## config.mk

```make
export PLATFORM = sky130hd
export DESIGN_NAME = fifo_write_arbiter
export DESIGN_NICKNAME = d
export VERILOG_FILES = /design/src/rtl/fifo_arb_pkg.sv /design/src/rtl/rr_priority_picker.sv /design/src/rtl/fifo_write_arbiter.sv
export SDC_FILE = /design/constraint.sdc
export NUM_CORES = 1
export LEC_CHECK = 0
export CELL_PAD_IN_SITES_DETAIL_PLACEMENT = 1
export CELL_PAD_IN_SITES_GLOBAL_PLACEMENT = 2
export CORE_MARGIN = 3
export CORE_UTILIZATION = 20
export DETAILED_ROUTE_END_ITERATION = 6
export PLACE_DENSITY_LB_ADDON = 0.1
export SYNTH_ARGS = -nofsm -noshare
export SYNTH_HDL_FRONTEND = slang
export SYNTH_SLANG_ARGS = --single-unit
```

## constraint.sdc

```tcl
create_clock -name clk -period 4.15 [get_ports clk]
set_input_delay 0.6225 -clock clk [delete_from_list [all_inputs] [get_ports clk]]
set_output_delay 0.6225 -clock clk [all_outputs]
set_load 0.01 [all_outputs]
```

## src/rtl/fifo_arb_pkg.sv

```systemverilog
// Shared types and defaults for the FIFO write-port arbiter.
//   arb_state_t  : arbiter FSM states
//   DEF_*        : default DATA_WIDTH / N_REQ / MAX_BURST
//   onehot2idx   : index of the set bit of a one-hot vector (0 if none)
package fifo_arb_pkg;

  typedef enum logic {
    IDLE  = 1'b0,
    GRANT = 1'b1
  } arb_state_t;

  localparam int DEF_DATA_WIDTH = 8;
  localparam int DEF_N_REQ      = 4;
  localparam int DEF_MAX_BURST  = 4;

  function automatic int onehot2idx(input logic [31:0] oh);
    int idx;
    idx = 0;
    for (int i = 0; i < 32; i++) begin
      if (oh[i]) idx = i;
    end
    return idx;
  endfunction

endpackage

```

## src/rtl/rr_priority_picker.sv

```systemverilog
// Round-robin priority picker (combinational).
//   req         : request vector
//   last_winner : index of the previous winner; scanning starts one above it
//   pick        : first requester found scanning last_winner+1 .. last_winner+N_REQ (mod N_REQ)
//   any_req     : at least one request is set
module rr_priority_picker #(
  parameter int N_REQ = 4,
  parameter int IDX_W = $clog2(N_REQ)
) (
  input  logic [N_REQ-1:0] req,
  input  logic [IDX_W-1:0] last_winner,
  output logic [IDX_W-1:0] pick,
  output logic             any_req
);

  logic found;

  always_comb begin
    pick    = '0;
    found   = 1'b0;
    any_req = |req;
    // Offset k = N_REQ wraps back onto last_winner itself, so a lone
    // repeat requester is still picked.
    for (int k = 1; k <= N_REQ; k++) begin
      if (!found && req[(int'(last_winner) + k) % N_REQ]) begin
        pick  = IDX_W'((int'(last_winner) + k) % N_REQ);
        found = 1'b1;
      end
    end
  end

endmodule

```

## src/rtl/fifo_write_arbiter.sv

```systemverilog
// Round-robin, burst-locked arbiter sharing one FIFO write port among N_REQ
// valid/ready producers. A winner keeps the port until it has written
// MAX_BURST tokens or drops valid; each release costs one IDLE cycle.
//   clk, rst    : clock, synchronous active-high reset
//   req_data    : requester i data at [i*DATA_WIDTH +: DATA_WIDTH]
//   req_valid   : requester i has a token
//   req_ready   : requester i token accepted when valid&ready
//   grant       : registered one-hot owner, zero when idle
//   fifo_din    : data to FIFO
//   fifo_write  : FIFO write strobe
//   fifo_full   : FIFO full flag
module fifo_write_arbiter
  import fifo_arb_pkg::*;
#(
  parameter int DATA_WIDTH = DEF_DATA_WIDTH,
  parameter int N_REQ      = DEF_N_REQ,
  parameter int MAX_BURST  = DEF_MAX_BURST
) (
  input  logic                        clk,
  input  logic                        rst,
  input  logic [N_REQ*DATA_WIDTH-1:0] req_data,
  input  logic [N_REQ-1:0]            req_valid,
  output logic [N_REQ-1:0]            req_ready,
  output logic [N_REQ-1:0]            grant,
  output logic [DATA_WIDTH-1:0]       fifo_din,
  output logic                        fifo_write,
  input  logic                        fifo_full
);

  localparam int IDX_W = $clog2(N_REQ);
  localparam int CNT_W = $clog2(MAX_BURST + 1);

  arb_state_t       state_q, state_d;
  logic [N_REQ-1:0] grant_q, grant_d;
  logic [CNT_W-1:0] burst_cnt_q, burst_cnt_d;
  logic [IDX_W-1:0] last_winner_q, last_winner_d;

  logic [IDX_W-1:0] pick;
  logic             any_req;
  logic [IDX_W-1:0] owner;
  logic             owner_vld;
  logic             last_beat;

  rr_priority_picker #(.N_REQ(N_REQ), .IDX_W(IDX_W)) u_picker (
    .req         (req_valid),
    .last_winner (last_winner_q),
    .pick        (pick),
    .any_req     (any_req)
  );

  assign owner     = IDX_W'(onehot2idx(32'(grant_q)));
  assign owner_vld = req_valid[owner];
  assign grant     = grant_q;

  // Datapath / handshake. Gated by rst so nothing is accepted or written in
  // a reset cycle even if a burst was in flight.
  always_comb begin
    req_ready  = '0;
    fifo_write = 1'b0;
    fifo_din   = '0;
    if (state_q == GRANT && !rst) begin
      fifo_din         = req_data[int'(owner)*DATA_WIDTH +: DATA_WIDTH];
      req_ready[owner] = !fifo_full;
      fifo_write       = owner_vld && !fifo_full;
    end
  end

  assign last_beat = fifo_write && (burst_cnt_q == CNT_W'(MAX_BURST - 1));

  always_comb begin
    state_d       = state_q;
    grant_d       = grant_q;
    burst_cnt_d   = burst_cnt_q;
    last_winner_d = last_winner_q;
    case (state_q)
      IDLE: begin
        if (any_req) begin
          state_d       = GRANT;
          grant_d       = '0;
          grant_d[pick] = 1'b1;
          burst_cnt_d   = '0;
        end
      end
      GRANT: begin
        // Full stalls the burst but never releases it.
        if (!owner_vld || last_beat) begin
          state_d       = IDLE;
          grant_d       = '0;
          burst_cnt_d   = '0;
          last_winner_d = owner;
        end else if (fifo_write) begin
          burst_cnt_d = burst_cnt_q + CNT_W'(1);
        end
      end
      default: state_d = IDLE;
    endcase
  end

  always_ff @(posedge clk) begin
    if (rst) begin
      state_q       <= IDLE;
      grant_q       <= '0;
      burst_cnt_q   <= '0;
      last_winner_q <= IDX_W'(N_REQ - 1);
    end else begin
      state_q       <= state_d;
      grant_q       <= grant_d;
      burst_cnt_q   <= burst_cnt_d;
      last_winner_q <= last_winner_d;
    end
  end

endmodule
```

Yosys cells after proc, flatten, opt, wreduce, memory -nomap -nowiden
Index checks and enable logic that the tools add are counted.
- add/subtract/negate cells: 5
- $lt $le $gt $ge: 8
- eq/ne operators: 4
- shift-type cells: 1
- multiplexer cells: 41
- bitwise gates (word level): 6
- reduce and logical (&&, ||, !) cells: 23
- operator list (operator ; count):
    32-bit by 6-bit indexed part select with 8-bit output ; 1
    1-bit 2-to-1 mux ; 18
    3-bit by 4-bit less-than comparator with 1-bit output (second input constant) ; 4
    2-bit 2-to-1 mux ; 6
    4-bit 2-to-1 mux ; 3
    1-bit binary-select mux with 2-bit select ; 5
    3-bit 2-to-1 mux ; 3
    1-bit logical AND ; 8
    8-bit 2-to-1 mux ; 1
    4-bit one-hot mux with 2 select lines ; 1
    2-bit OR reduction ; 4
    1-bit logical NOT ; 6
    2-bit by 3-bit less-than comparator with 1-bit output (second input constant) ; 2
    3-bit one-hot mux with 2 select lines ; 1
    2-bit AND reduction ; 3
    2-bit by 1-bit adder with 2-bit output (second input constant) ; 2
    2-bit adder (second input constant) ; 2
    1-bit bitwise AND (first input constant) ; 4
    4-bit bitwise AND ; 1
    1-bit demux with 2-bit select ; 2
    2-bit by 1-bit greater-or-equal comparator with 1-bit output (second input constant) ; 2
    4-bit OR reduction ; 1
    3-bit by 1-bit adder with 3-bit output (second input constant) ; 1
    3-bit by 2-bit equality test with 1-bit output (second input constant) ; 1
    other kinds (6) ; 6
- register bits: 10
- input port bits: 39
- output and inout bits: 17

Longest topological paths before layout
- depth in word-level cells: 22
- gate-level depth with buffers: 6
- depth with buffers taken out: 5

Hierarchy
A second synthesis with hierarchy kept.
- cell total of the unflattened synthesis: 120
- area, all modules: 889.6 um^2
- modules (own cells, without submodules) (module ; instances ; cells an instance ; area each (um^2)):
    fifo_write_arbiter ; 1 ; 106 ; 808.3
    rr_priority_picker ; 1 ; 14 ; 81.3

Worst setup path after synthesis
OpenSTA, ideal clock, no wires.
- kind: input to output
- start point: in rst
- end point: out req_ready[2]
- data arrival time: 1.482 ns
- data required time: 3.527 ns
- setup slack: 2.046 ns
- stages: 3
- path through: or2b_1 -> clkbuf_1 -> nor4_1
- cells in the longest elaborated chain, start to end: 3
- ends and longest elaborated chain (element ; RTL line ; source):
    start, declared ; fifo_write_arbiter.sv:20 ; input logic rst,
    1-bit logical NOT ; fifo_write_arbiter.sv:61 ; if (state_q == GRANT && !rst) begin
    1-bit logical AND ; fifo_write_arbiter.sv:61 ;
    4-bit 2-to-1 mux ; fifo_write_arbiter.sv:61 ;
    end, declared ; fifo_write_arbiter.sv:23 ; output logic [N_REQ-1:0] req_ready,
No other way between the ends.

Worst setup path after layout
- start point: in req_valid[3]
- end point: out fifo_write
- cells in the longest elaborated chain, start to end: 4
- ends and longest elaborated chain (element ; RTL line ; source):
    start, declared ; fifo_write_arbiter.sv:22 ; input logic [N_REQ-1:0] req_valid,
    1-bit binary-select mux with 2-bit select ; fifo_write_arbiter.sv:52 ; assign owner_vld = req_valid[owner];
    1-bit 2-to-1 mux (not written as such) ; fifo_write_arbiter.sv:52 ;
    1-bit logical AND ; fifo_write_arbiter.sv:64 ; fifo_write = owner_vld && !fifo_full;
    1-bit 2-to-1 mux ; fifo_write_arbiter.sv:61 ;
    end, declared ; fifo_write_arbiter.sv:26 ; output logic fifo_write,
No other way between the ends. The select of a mux whose other input is x is not followed.

==> results.cfg <==
[synth]
yosysSeqAreaShare = 0.217
ys_top_cells_by_count = mux2i_1 (18), nor2_1 (14), nand2_1 (11), dfxtp_1 (10), o21ai_0 (8)
synth-warning-count = 0
syn_area_per_cell_um2 = 8.15
ys.flop_type = dfxtp_1
synth_cell_type_count = 40
syn_inst = 113
synthDominantCellAreaShare = 0.217
synth_edf_count = 0
synth-seq-cells = 10
synth_area_leaders = dfxtp_1 (22%), mux2i_1 (20%), nor2_1 (5.7%)
synth.most_common_cell = mux2i_1
async_reset_ff_frac = 0
synth_largest_area_cell = dfxtp_1
synth_nets = 154
synth_area_um2 = 921

[drt]
wl_per_cell_um = 15.0
wirelength_um = 3260
route.vias.total = 1014
drt_first_pass_iters = 4
drc_errors = 0
ant_nets = 0
first_iter_violations = 32
via_per_inst = 4.65

[worst_setup_path]
crit_path_end_kind = output port
cp.depth = 5
cp_top_family = buffers and inverters
max_stage_delay_ns = 0.58
startpoint_type = primary input
ff2ff_path_depth = 4
worstPathMaxFanout = 7
crit_chain = clkdlybuf4s50_1 -> and2b_1 -> a221o_2 -> nor3_1 -> clkdlybuf4s50_1
ff2ff_setup_slack_ns = 2.02
slowest_stage = clkdlybuf4s50_1
worst-path-buf-inv = 2
rr_endpoint = last_winner_q[0]
crit_top_cell = clkdlybuf4s50_1
cp.required_ns = 3.53
crit_type = in -> out
rr_startpoint = grant[3]
arrival_ns = 2.56

[timing]
final.setup.tns_ns = 0
fmax_mhz = 315
hold_violations = 0
maxSlewViolCount = 0
worst_slew_pin_slew_ns = 0.747
grt_setup_unrepaired = no
min_period_ns = 3.18
finalCritPeriodShare = 0.766
slew_headroom = 0.501
finalSetupViolCount = 0
clock_skew_ns = 0.000521

[cts]
post_cts_buffers = 0
clock_sinks = 10
post_cts_resized = 0
cts_tree = built
clk_pin_slew_worst_paths_ns = 0.05
cts_root_buf = clkbuf_8
numCtsBuffers = 3
cts_max_level = 1
clk_path_buf_depth = 2
clkLatencyLatePin_ns = 0.23
cts_hold_buf = 0

[min_path]
hold_path_depth = 1
holdCritStartpoint = grant[0]
hold_end = grant[0]
hp-class = reg -> reg

[run_status]
status = complete, no violations

[floorplanning]
chipWidth_um = 73.9
initial_core_util = 0.209
ios = 56
core_um2 = 4410
die_h_um = 73.9
dieArea_um2 = 5450
rows = 24

[pwr]
power.leakage_nw = 0.544
power_density_nw_per_um2 = 242
peakVddDrop_mv = 0.0894

[placement]
dp.cells = 214
hpwl_um = 2670
dpl_cell_area_um2 = 1500
io_buffer_count = 55
place_congestion = 0.697

[flow_run]
drv_cap = 0

[layout]
nets = 208
finalNonFillerCells = 218
antenna_cells = 0
utilization = 0.353
syn2layout_area_growth_pct = 69.0
drive_gt1_frac = 0.0843
design_area_um2 = 1560

[global_routing]
grt_start_max_net_pins = 22
grt_pass1_wl_um = 5220
antenna_found_initial = 0
grt_pass1_vias = 1060
grt_overflow_total = 0
grt_use_total = 0.124
cell usage in the layout, fill, tap and decap left out, types with 3 or more instances in the layout:
cell | netlist | final
clkbuf_8 | 0 | 4
clkdlybuf4s50_1 | 0 | 55
dfxtp_1 | 10 | 10
inv_1 | 3 | 3
mux2i_1 | 18 | 18
nand2_1 | 11 | 11
nand2b_1 | 3 | 3
nor2_1 | 14 | 14
nor2b_1 | 3 | 3
o21ai_0 | 8 | 8
worst max-delay path by stage:
stage / startpoint / to / slack, ns
global placement: req_valid[3] / fifo_write / 1.01
CTS: rst / req_ready[0] / 0.95
finish: req_valid[3] / fifo_write / 0.97
detailed placement: rst / req_ready[1] / 0.96
global route: rst / req_ready[0] / 0.84
floorplan: rst / req_ready[2] / 2.05
layer usage:
| layer | vias to the layer above | global-route usage | wire length [um] |
|---|---|---|---|
| li1 | 514 | - | - |
| met5 | - | 0 | 0 |
| met2 | 26 | 0.232 | 1700 |
| met3 | 2 | 0.0369 | 164 |
| met1 | 472 | 0.135 | 1380 |
| met4 | 0 | 0.0241 | 18 |
power breakdown:
part | internal, mW | leakage (nW) | switching (mW)
combinational | 0.0816 | 0.433 | 0.0566
sequential | 0.104 | 0.0818 | 0.0129
clock | 0.0834 | 0.0288 | 0.0383
total | 0.269 | 0.544 | 0.108
metrics by stage:
stage | power [mW] | setup slack, ns | hold WS [ns]
6_report | 0.376 | 0.972 | 0.459
5_1_grt | 0.403 | 0.839 | 0.491
4_1_cts | 0.383 | 0.953 | 0.465
3_5_place_dp | 0.259 | 0.963 | 0.450
3_3_place_gp | 0.256 | 1.01 | 0.453
2_1_floorplan | 0.186 | 2.05 | 0.449
registers in the layout, summed over array words and instances (netlist names):
name	cells
state_q	1
burst_cnt_q	3
last_winner_q	2
grant	4
final cells by class:
class                   count  area [um2]
fillers                   518        2860
repair buffers             56         558
well taps                  52        65.1
flip-flops and latches     10         200
multi-input cells          93         667
clock buffers               4        55.1
inverters                   3        11.3
cells by family (layout without fill, tap and decap cells):
| family | after synthesis | in the layout | share of synthesized area |
|---|---|---|---|
| buffers and inverters | 10 | 63 | 0.0584 |
| AO/OA/AOI/OAI | 27 | 27 | 0.228 |
| adder cells (fa/ha/maj) | 2 | 2 | 0.0272 |
| flip-flops | 10 | 10 | 0.217 |
| multiplexers | 19 | 19 | 0.208 |
| AND/OR/NAND/NOR | 45 | 45 | 0.261 |
(Power assumes the default switching activity.)
